$ cat src/rtl/pcs_tx_scrambler.sv
// 64b/66b transmit PCS stage: self-synchronizing x^58+x^39+1 payload scrambler, gearbox
// sequence generation with a one-cycle flush stall, and idle-block substitution on underflow.
module pcs_tx_scrambler #(
    parameter int DATA_W       = 64,
    parameter int BLOCK_DATA_W = 64,
    parameter int HEAD_W       = 2,
    parameter int SEQ_FULL     = DATA_W / HEAD_W,
    parameter int SEQ_W        = $clog2(DATA_W / HEAD_W + 1)
) (
    input  logic              clk,
    input  logic              nreset,
    input  logic              in_valid_i,
    output logic              in_ready_o,
    input  logic [HEAD_W-1:0] head_i,
    input  logic [DATA_W-1:0] data_i,
    input  logic              bypass_i,
    output logic [SEQ_W-1:0]  seq_o,
    output logic              head_v_o,
    output logic [HEAD_W-1:0] head_o,
    output logic [DATA_W-1:0] data_o,
    output logic              underflow_o
);
    localparam int CNT_N = BLOCK_DATA_W / DATA_W;
    localparam int CNT_W = (CNT_N > 1) ? $clog2(CNT_N) : 1;
    localparam int SCR_W = 58;
    localparam int TAP_A = 39;

    localparam logic [SEQ_W-1:0]  SEQ_LAST  = SEQ_W'(SEQ_FULL - 1);
    localparam logic [SEQ_W-1:0]  SEQ_FLUSH = SEQ_W'(SEQ_FULL);
    localparam logic [CNT_W-1:0]  CNT_LAST  = CNT_W'(CNT_N - 1);
    localparam logic [HEAD_W-1:0] IDLE_HEAD = HEAD_W'(2'b10);
    localparam logic [DATA_W-1:0] IDLE_WORD = DATA_W'(8'h1E);

    // cnt_reg/seq_reg describe the word currently presented on data_o; the word being
    // accepted this cycle gets word_idx/word_seq.
    logic [SEQ_W-1:0]  seq_reg;
    logic [CNT_W-1:0]  cnt_reg;
    logic              idle_reg;
    logic [SCR_W-1:0]  scr_reg;
    logic [DATA_W-1:0] data_reg;
    logic [HEAD_W-1:0] head_reg;
    logic              head_v_reg;
    logic              underflow_reg;

    logic                    slot;
    logic                    from_flush;
    logic                    block_end;
    logic [CNT_W-1:0]        word_idx;
    logic [SEQ_W-1:0]        word_seq;
    logic                    first_word;
    logic                    idle_word;
    logic [DATA_W-1:0]       raw_word;
    logic [SCR_W+DATA_W-1:0] scr_ext;
    logic [DATA_W-1:0]       scr_word;

    assign slot       = !(seq_reg == SEQ_LAST && cnt_reg == CNT_LAST && seq_reg != SEQ_FLUSH);
    assign from_flush = (seq_reg == SEQ_FLUSH);
    assign block_end  = (cnt_reg == CNT_LAST);

    // Leaving the flush state (or reset) always starts a fresh block at sequence 0.
    always_comb begin
        word_idx = '0;
        word_seq = '0;
        if (from_flush) begin
            word_idx = '0;
            word_seq = '0;
        end else if (block_end) begin
            word_idx = '0;
            word_seq = seq_reg + SEQ_W'(1);
        end else begin
            word_idx = cnt_reg + CNT_W'(1);
            word_seq = seq_reg;
        end
    end

    assign first_word = (word_idx == '0);
    assign idle_word  = first_word ? !in_valid_i : idle_reg;

    always_comb begin
        raw_word = '0;
        if (idle_word) begin
            raw_word = first_word ? IDLE_WORD : '0;
        end else if (in_valid_i) begin
            raw_word = data_i;
        end
    end

    // Low SCR_W bits of scr_ext are the transmitted history (bit SCR_W-1 most recent);
    // each new bit may depend on bits produced earlier in the same word.
    always_comb begin
        scr_ext = '0;
        scr_ext[SCR_W-1:0] = scr_reg;
        for (int n = 0; n < DATA_W; n++) begin
            scr_ext[SCR_W + n] = raw_word[n] ^ scr_ext[SCR_W + n - TAP_A] ^ scr_ext[n];
        end
    end

    assign scr_word = scr_ext[SCR_W +: DATA_W];

    always_ff @(posedge clk or negedge nreset) begin
        if (!nreset) begin
            seq_reg       <= SEQ_FLUSH;
            cnt_reg       <= '0;
            idle_reg      <= 1'b0;
            scr_reg       <= '1;
            data_reg      <= '0;
            head_reg      <= '0;
            head_v_reg    <= 1'b0;
            underflow_reg <= 1'b0;
        end else if (slot) begin
            seq_reg    <= word_seq;
            cnt_reg    <= word_idx;
            idle_reg   <= idle_word;
            scr_reg    <= scr_ext[DATA_W +: SCR_W];
            data_reg   <= bypass_i ? raw_word : scr_word;
            head_v_reg <= first_word;
            if (first_word) begin
                head_reg <= idle_word ? IDLE_HEAD : head_i;
            end
            if (!in_valid_i) begin
                underflow_reg <= 1'b1;
            end
        end else begin
            seq_reg    <= SEQ_FLUSH;
            head_v_reg <= 1'b0;
        end
    end

    assign in_ready_o  = slot;
    assign seq_o       = seq_reg;
    assign head_v_o    = head_v_reg;
    assign head_o      = head_reg;
    assign data_o      = data_reg;
    assign underflow_o = underflow_reg;

endmodule
$ cat config.mk
export PLATFORM = sky130hd
export DESIGN_NAME = pcs_tx_scrambler
export DESIGN_NICKNAME = d
export VERILOG_FILES = /design/src/rtl/pcs_tx_scrambler.sv
export SDC_FILE = /design/constraint.sdc
export NUM_CORES = 1
export LEC_CHECK = 0
export CORE_UTILIZATION = 46
export CTS_CLUSTER_DIAMETER = 50
export CTS_CLUSTER_SIZE = 20
export DETAILED_ROUTE_END_ITERATION = 10
export GPL_TIMING_DRIVEN = 1
export PLACE_DENSITY_LB_ADDON = 0.12
export RECOVER_POWER = 100
export REMOVE_ABC_BUFFERS = 1
export SKIP_LAST_GASP = 1
export SLEW_MARGIN = 20
export SYNTH_ARGS = -nofsm -noshare
export SYNTH_HDL_FRONTEND = slang
export SYNTH_SLANG_ARGS = --single-unit
$ cat constraint.sdc
create_clock -name clk -period 1.8 [get_ports clk]
set_input_delay 0.18 -clock clk [delete_from_list [all_inputs] [get_ports clk]]
set_output_delay 0.18 -clock clk [all_outputs]
set_load 0.05 [all_outputs]
==> qor.txt, run 1 <==
Status = finished, violations left
Violated checks = negative setup slack
Synth top cells by count = 136 x nor2_1, 112 x xnor2_1, 95 x nand2_1
Final Max Tran Viols = 0
Max-slew headroom = 13.9%
Static Leak = 4.45 nW
Synth cell types = 29
Period Utilization, post-route = 107%
Cell area after synthesis = 7340 µm²
Switching pwr = 8.77 mW
Share of cells above drive strength 1 = 15.6%
Synth Register Bits = 132
Worst EP required = 1620 ps
Hold Path Class = input pin to flop
Global routing usage on met1 = 30.8%
# Max-Cap Violations = 0
Die Wd = 128 µm
Net switching fraction of the power = 41.5%
Share of the synthesized area in the top cell type = 24.9%
Crit path time final = 1930 ps
Total Power = 21.2 mW
Synth async-reset ratio = 100%
H-tree levels = 4
Worst EP arrival = 1750 ps
Total die area = 16,500 µm²
Number of remaining DRC errors = 0
First-pass GRT wire length = 29.6 mm
Fillcell total = 1,242
Unrepaired setup endpoints after global routing = true
Crit-path cells = ha_4 -> nand3_4 -> nor3b_4 -> bufinv_16 -> buf_12 -> buf_12
Area after DPL = 9260 µm²
Max stage delay on crit path = 390 ps
Area growth, synth to finish = 36.2%
Post-synth top area cell = dfrtp_1
Reg area = 3380 µm²
TritonCTS Buffers = 17
Top area cells in the synthesized netlist = dfrtp_1 25%, dfstp_2 21%, xnor2_1 13%, nor2_1 7.0%, xor2_1 6.9%
Inserted Diodes = 0
Vias = 5,654
Largest net degree at the start of global routing = 48
Sequential-to-total area share from yosys stat = 46.0%
Starting DRT DRC Count = 231
Wire per inst = 15.3 µm
GRT met3 Usage = 3.91%
Worst hold path stage count = 4
Nets = 1,007
Measured slew at the worst slew-check pin = 1290 ps
F_max = 518 MHz
Row count = 45
CP Class = flop to primary output
Synth Flop Type = dfrtp_1
Vias/cell = 4.88
Most frequent cell after synthesis = nor2_1
Synth warn = 0
CP Capture Type = primary output
CTS tree = yes
Core Footprint = 15,400 µm²
DP HPWL = 12.6 mm
Crit path top cell by count = buf_12
Multi-input logic area = 3800 µm²
Finished Core Util = 65.1%
Post-synth EDFFs = 0
Syn avg cell area = 9.58 µm²
Final Hold Fails = 0
Number of port buffers = 144
Combinational group share of total power = 55.1%
Pre-CTS setup slack = -9.38 ps
Num ports = 145
Total Routing Usage GR = 23.4%
Setup ws final = -130 ps
Antenna violations before repair = 0
Sequential Power Share = 29.4%
Worst vdd ir = 1.05 mV
Die H = 128 µm
Number of global-route vias before repair = 5,893
Later-pin clock latency in the skew report = 420 ps
Cell Int Power = 12.4 mW
Drt total wl = 17.8 mm
Busiest grt layer = met2
DRT Pass-1 Iters = 6
CTS Buffer Depth = 2
DRT antenna net count = 0
Mapped Cells = 767
Starting Density = 47.8%
Design Area, Final = 10,000 µm²
PwrDens = 2110 nW/µm²
Hold Slack = 279 ps
Setup Skew = 7.97 ps
Final setup vio count = 1
Total gr overflow = 0
Cells on worst reg2reg path = 8
Root Driver = clkbuf_16
Worst setup SP type = flop
Crit path max-delay cell type = dfrtp_1
Max reg flops = 64
Clk pwr share = 15.5%
Critical Path Fanout Max = 2
Routability cong. = 0.825
Clock slew at reported path FFs = 60 ps
# clock sinks = 132
Global-route met2 utilization = 39.5%
[area by class of cell]
type | instances | share of cell area, %
repair buffers | 191 | 19.5
clock buffers | 29 | 5.50
flip-flops and latches | 132 | 33.8
multi-input cells | 587 | 37.9
clock inverters | 3 | 0.150
repair inverters | 1 | 0.0875
well taps | 211 | 2.64
inverters | 5 | 0.450
[stage by stage]
step,cells,setup TNS (ps)
floorplan,724,-286790
global placement,1120,0
detailed placement,1120,-9.38
CTS,1159,-329
global route,1159,-5380
finish,1159,-130
[power by group through the flow]
| stage | registers, mW | logic [mW] | clock network (mW) |
|---|---|---|---|
| 2_1_floorplan | 8.43 | 6.42 | 0 |
| 3_3_place_gp | 6.19 | 11.5 | 0 |
| 3_5_place_dp | 6.25 | 11.7 | 0 |
| 4_1_cts | 6.23 | 11.7 | 3.34 |
| 5_1_grt | 6.41 | 12.6 | 3.47 |
| 6_report | 6.22 | 11.7 | 3.28 |
[worst max-delay path, delay by kind of cell, from the launching register on]
family                     cells  cell delay, ps
DFF                            1             390
buffers and inverters          3             460
and+or+nand+nor                2             320
adders and majority gates      1             170
[layout by cell type, fill, tap and decap left out, types with 19 or more instances in the layout]
| master | count |
|---|---|
| nor2_1 | 136 |
| nand2b_1 | 19 |
| nand2_1 | 95 |
| xnor2_1 | 112 |
| o21ai_0 | 31 |
| xor2_1 | 58 |
| buf_4 | 35 |
| dfrtp_1 | 73 |
| clkdlybuf4s50_1 | 108 |
| dfstp_2 | 59 |
| a21oi_1 | 81 |
[cell families after synthesis]
logic type                 synth area share [%]
AOI/OAI and AO/OA                          9.64
DFF                                        46.0
adders and majority gates                 0.341
xor gates and xnor gates                   26.4
buffers and inverters                      2.91
and+or+nand+nor                            14.8
[path summary, 6_finish.rpt]
path,end,slack (ps),startpoint
max,in_ready_o,-130,seq_o[1]
min,scr_reg[17],280,in_valid_i
max reg2reg,data_o[44],20,seq_o[1]
min reg2reg,scr_reg[56],480,scr_reg[56]
max in group asynchronous,scr_reg[34],220,nreset
min in group asynchronous,data_o[9],590,nreset
[routing by layer]
layer,vias to the layer above,part of all wire (%),wire length [µm]
met5,-,0,0
met4,0,1.2,216
met3,21,4.0,710
met2,127,49,8750
met1,2704,46,8080
li1,2802,-,-
[repair_timing]
item / in CTS / in global routing
hold endpoints to repair: 33 / 0
gates resized for setup: 21 / 28
pin swaps: 2 / 0
buffers inserted: 5 / 0
endpoints found under the setup margin: 13 / 125
hold buffers: 1 / 0
gates cloned: 1 / 0
Power figures use the tool's default switching activity.
==> run 2: changes to the inputs <==
--- a/config.mk
+++ b/config.mk
@@ -11,7 +11,6 @@
 export DETAILED_ROUTE_END_ITERATION = 10
 export GPL_TIMING_DRIVEN = 1
 export PLACE_DENSITY_LB_ADDON = 0.12
-export RECOVER_POWER = 100
 export REMOVE_ABC_BUFFERS = 1
 export SKIP_LAST_GASP = 1
 export SLEW_MARGIN = 20
==> constraint.sdc (replaced) <==
create_clock -name clk -period 1.8 [get_ports clk]
set_input_delay 0.36 -clock clk [delete_from_list [all_inputs] [get_ports clk]]
set_output_delay 0.36 -clock clk [all_outputs]
set_load 0.05 [all_outputs]
==> run 2 against run 1 <==
  * The flow still finishes with violations (negative setup slack)
  * Wire length up 5.8%
  * Critical path type unchanged
  * Non-clock buffer count up 16
  * Worst setup slack better by 8.8 ps
  * Final cell count up 1.3%
  * Largest cell class unchanged
  * Sequential share of layout area down 0.39 points
  * Flip-flop and latch count unchanged
  * Worst hold slack better by 130 ps
  * Clock skew up 0.67 ps
  * Utilization up 0.77 points
==> qor.txt, run 2 (synthesis gave the netlist of run 1 again) <==
Worst setup SP type = flop
Wire per inst = 16.0 µm
Cell family with most CP delay = flip-flops
Die Wd = 128 µm
Starting DRT DRC Count = 244
Root Driver = clkbuf_16
Share of cells above drive strength 1 = 25.3%
Violated checks = negative setup slack
H-tree levels = 4
Max reg flops = 64
Clk pwr share = 17.5%
Setup tns final = -122 ps
Hold Slack = 407 ps
Period Utilization, post-route = 107%
Cell Int Power = 12.9 mW
Vias/cell = 5.01
Setup Skew = 8.64 ps
Crit path time final = 1920 ps
Row count = 45
Drt total wl = 18.8 mm
Hold Path Class = input pin to flop
Largest net degree at the start of global routing = 70
TritonCTS Buffers = 17
Total die area = 16,500 µm²
Total gr overflow = 0
Num ports = 145
Status = finished, violations left
# Max-Cap Violations = 0
Unrepaired setup endpoints after global routing = true
Later-pin clock latency in the skew report = 420 ps
Worst EP arrival = 1560 ps
Cell depth of the worst setup path = 5
Final Hold Fails = 0
Critical Path Fanout Max = 2
CP Capture Type = primary output
CTS tree = yes
Crit path max-delay cell type = dfrtp_1
Final Max Tran Viols = 0
Number of remaining DRC errors = 0
PwrDens = 2150 nW/µm²
Number of port buffers = 144
Setup ws final = -122 ps
Vias = 5,876
Reg area = 3380 µm²
Combinational group share of total power = 53.8%
DP HPWL = 12.3 mm
Sequential Power Share = 28.6%
Critical Path End = in_ready_o
CTS Buffer Depth = 2
Cells on worst reg2reg path = 5
Final setup vio count = 1
Worst vdd ir = 1.25 mV
Clock slew at reported path FFs = 50 ps
Inserted Diodes = 0
Core Footprint = 15,400 µm²
# clock sinks = 132
Commonest non-fill, non-tap cell in the layout = nor2_1
Max stage delay on crit path = 390 ps
Number of global-route vias before repair = 5,787
Net switching fraction of the power = 40.8%
Nets = 1,022
Fillcell total = 1,260
CP Buf/Inv Count = 2
Register-to-register setup slack = 60 ps
Total Power = 21.8 mW
R2R Path End = data_o[50]
Worst Setup SP = seq_o[0]
F_max = 520 MHz
Worst EP required = 1440 ps
Total Routing Usage GR = 22.9%
Reg2Reg Launch Point = scr_reg[30]
Multi-input logic area = 3850 µm²
Static Leak = 4.44 nW
Most frequent cells in the layout = 136 x nor2_1, 114 x buf_4, 111 x xnor2_1, 91 x nand2_1, 84 x a21oi_1
CP Class = flop to primary output
Switching pwr = 8.88 mW
Routability cong. = 0.818
Die H = 128 µm
Starting Density = 47.8%
Pre-CTS setup slack = -204 ps
Area growth, synth to finish = 37.8%
Finished Core Util = 65.9%
Measured slew at the worst slew-check pin = 485 ps
Crit-path cells = ha_4 -> nand3_4 -> nor3b_4 -> inv_6 -> buf_8
First-pass GRT wire length = 28.9 mm
Antenna violations before repair = 0
DRT Pass-1 Iters = 6
Max-slew headroom = 67.4%
DRT antenna net count = 0
run 2: cell types whose count changed in the layout (fill, tap and decap cells not counted), moves of 8 or more:
| cell | delta |
|---|---|
| buf_6 | +8 |
| dlygate4sd2_1 | -11 |
| dlymetal6s2s_1 | -18 |
| o21ai_0 | -8 |
| clkdlybuf4s50_1 | -42 |
| buf_4 | +79 |
run 2: through the flow:
stage	cells	instance area [µm²]
2_1_floorplan	724	7150
3_3_place_gp	1126	9140
3_5_place_dp	1126	9140
4_1_cts	1163	9860
5_1_grt	1174	10100
6_report	1174	10100
run 2: worst min path at each step:
| stage | from | to | slack [ps] | cells past startpoint |
|---|---|---|---|---|
| CTS | bypass_i | data_o[41] | 420 | 3 |
| finish | bypass_i | data_o[41] | 410 | 3 |
| floorplan | nreset | data_o[0] | 60 | 0 |
| detailed placement | nreset | seq_o[4] | 330 | 1 |
| global route | bypass_i | data_o[41] | 430 | 3 |
| global placement | nreset | seq_o[3] | 330 | 1 |
run 2: layout make-up:
cell class | count | area share, %
Clock inverter | 8 | 1.41
Tap cell | 211 | 2.61
Inverter | 5 | 0.235
Multi-Input combinational cell | 587 | 38.0
Clock buffer | 24 | 5.08
Sequential cell | 132 | 33.4
Timing Repair Buffer | 207 | 19.3
run 2: layer usage:
| metal | routed length (µm) | part of all wire (%) | vias up | track usage, % |
|---|---|---|---|---|
| li1 | - | - | 2835 | - |
| met1 | 8420 | 45 | 2849 | 30.4 |
| met2 | 9260 | 49 | 170 | 37.3 |
| met3 | 857 | 4.6 | 22 | 4.86 |
| met4 | 239 | 1.3 | 0 | 7.54 |
| met5 | 0 | 0 | - | 0 |
run 2: worst register-to-register path: cells and delay by family, from the launching register on:
kind	cells	cell delay, ps
AND/OR/NAND/NOR	1	110
XOR/XNOR	3	860
flip-flops	1	560
AO/OA/AOI/OAI	1	100
run 2: repair_timing:
item,in CTS,in global routing
hold buffers,1,0
setup buffers,4,7
gates cloned,0,4
pin swaps,2,3
hold endpoints to repair,15,0
setup endpoints to repair,4,50
gates resized for setup,5,33
run 2: power groups by stage:
stage	clock [mW]	combinational, mW	sequential [mW]
4_1_cts	3.89	11.7	6.23
6_report	3.82	11.7	6.24
3_5_place_dp	0	11.6	6.25
2_1_floorplan	0	6.42	8.43
5_1_grt	4.02	12.7	6.41
3_3_place_gp	0	11.5	6.18
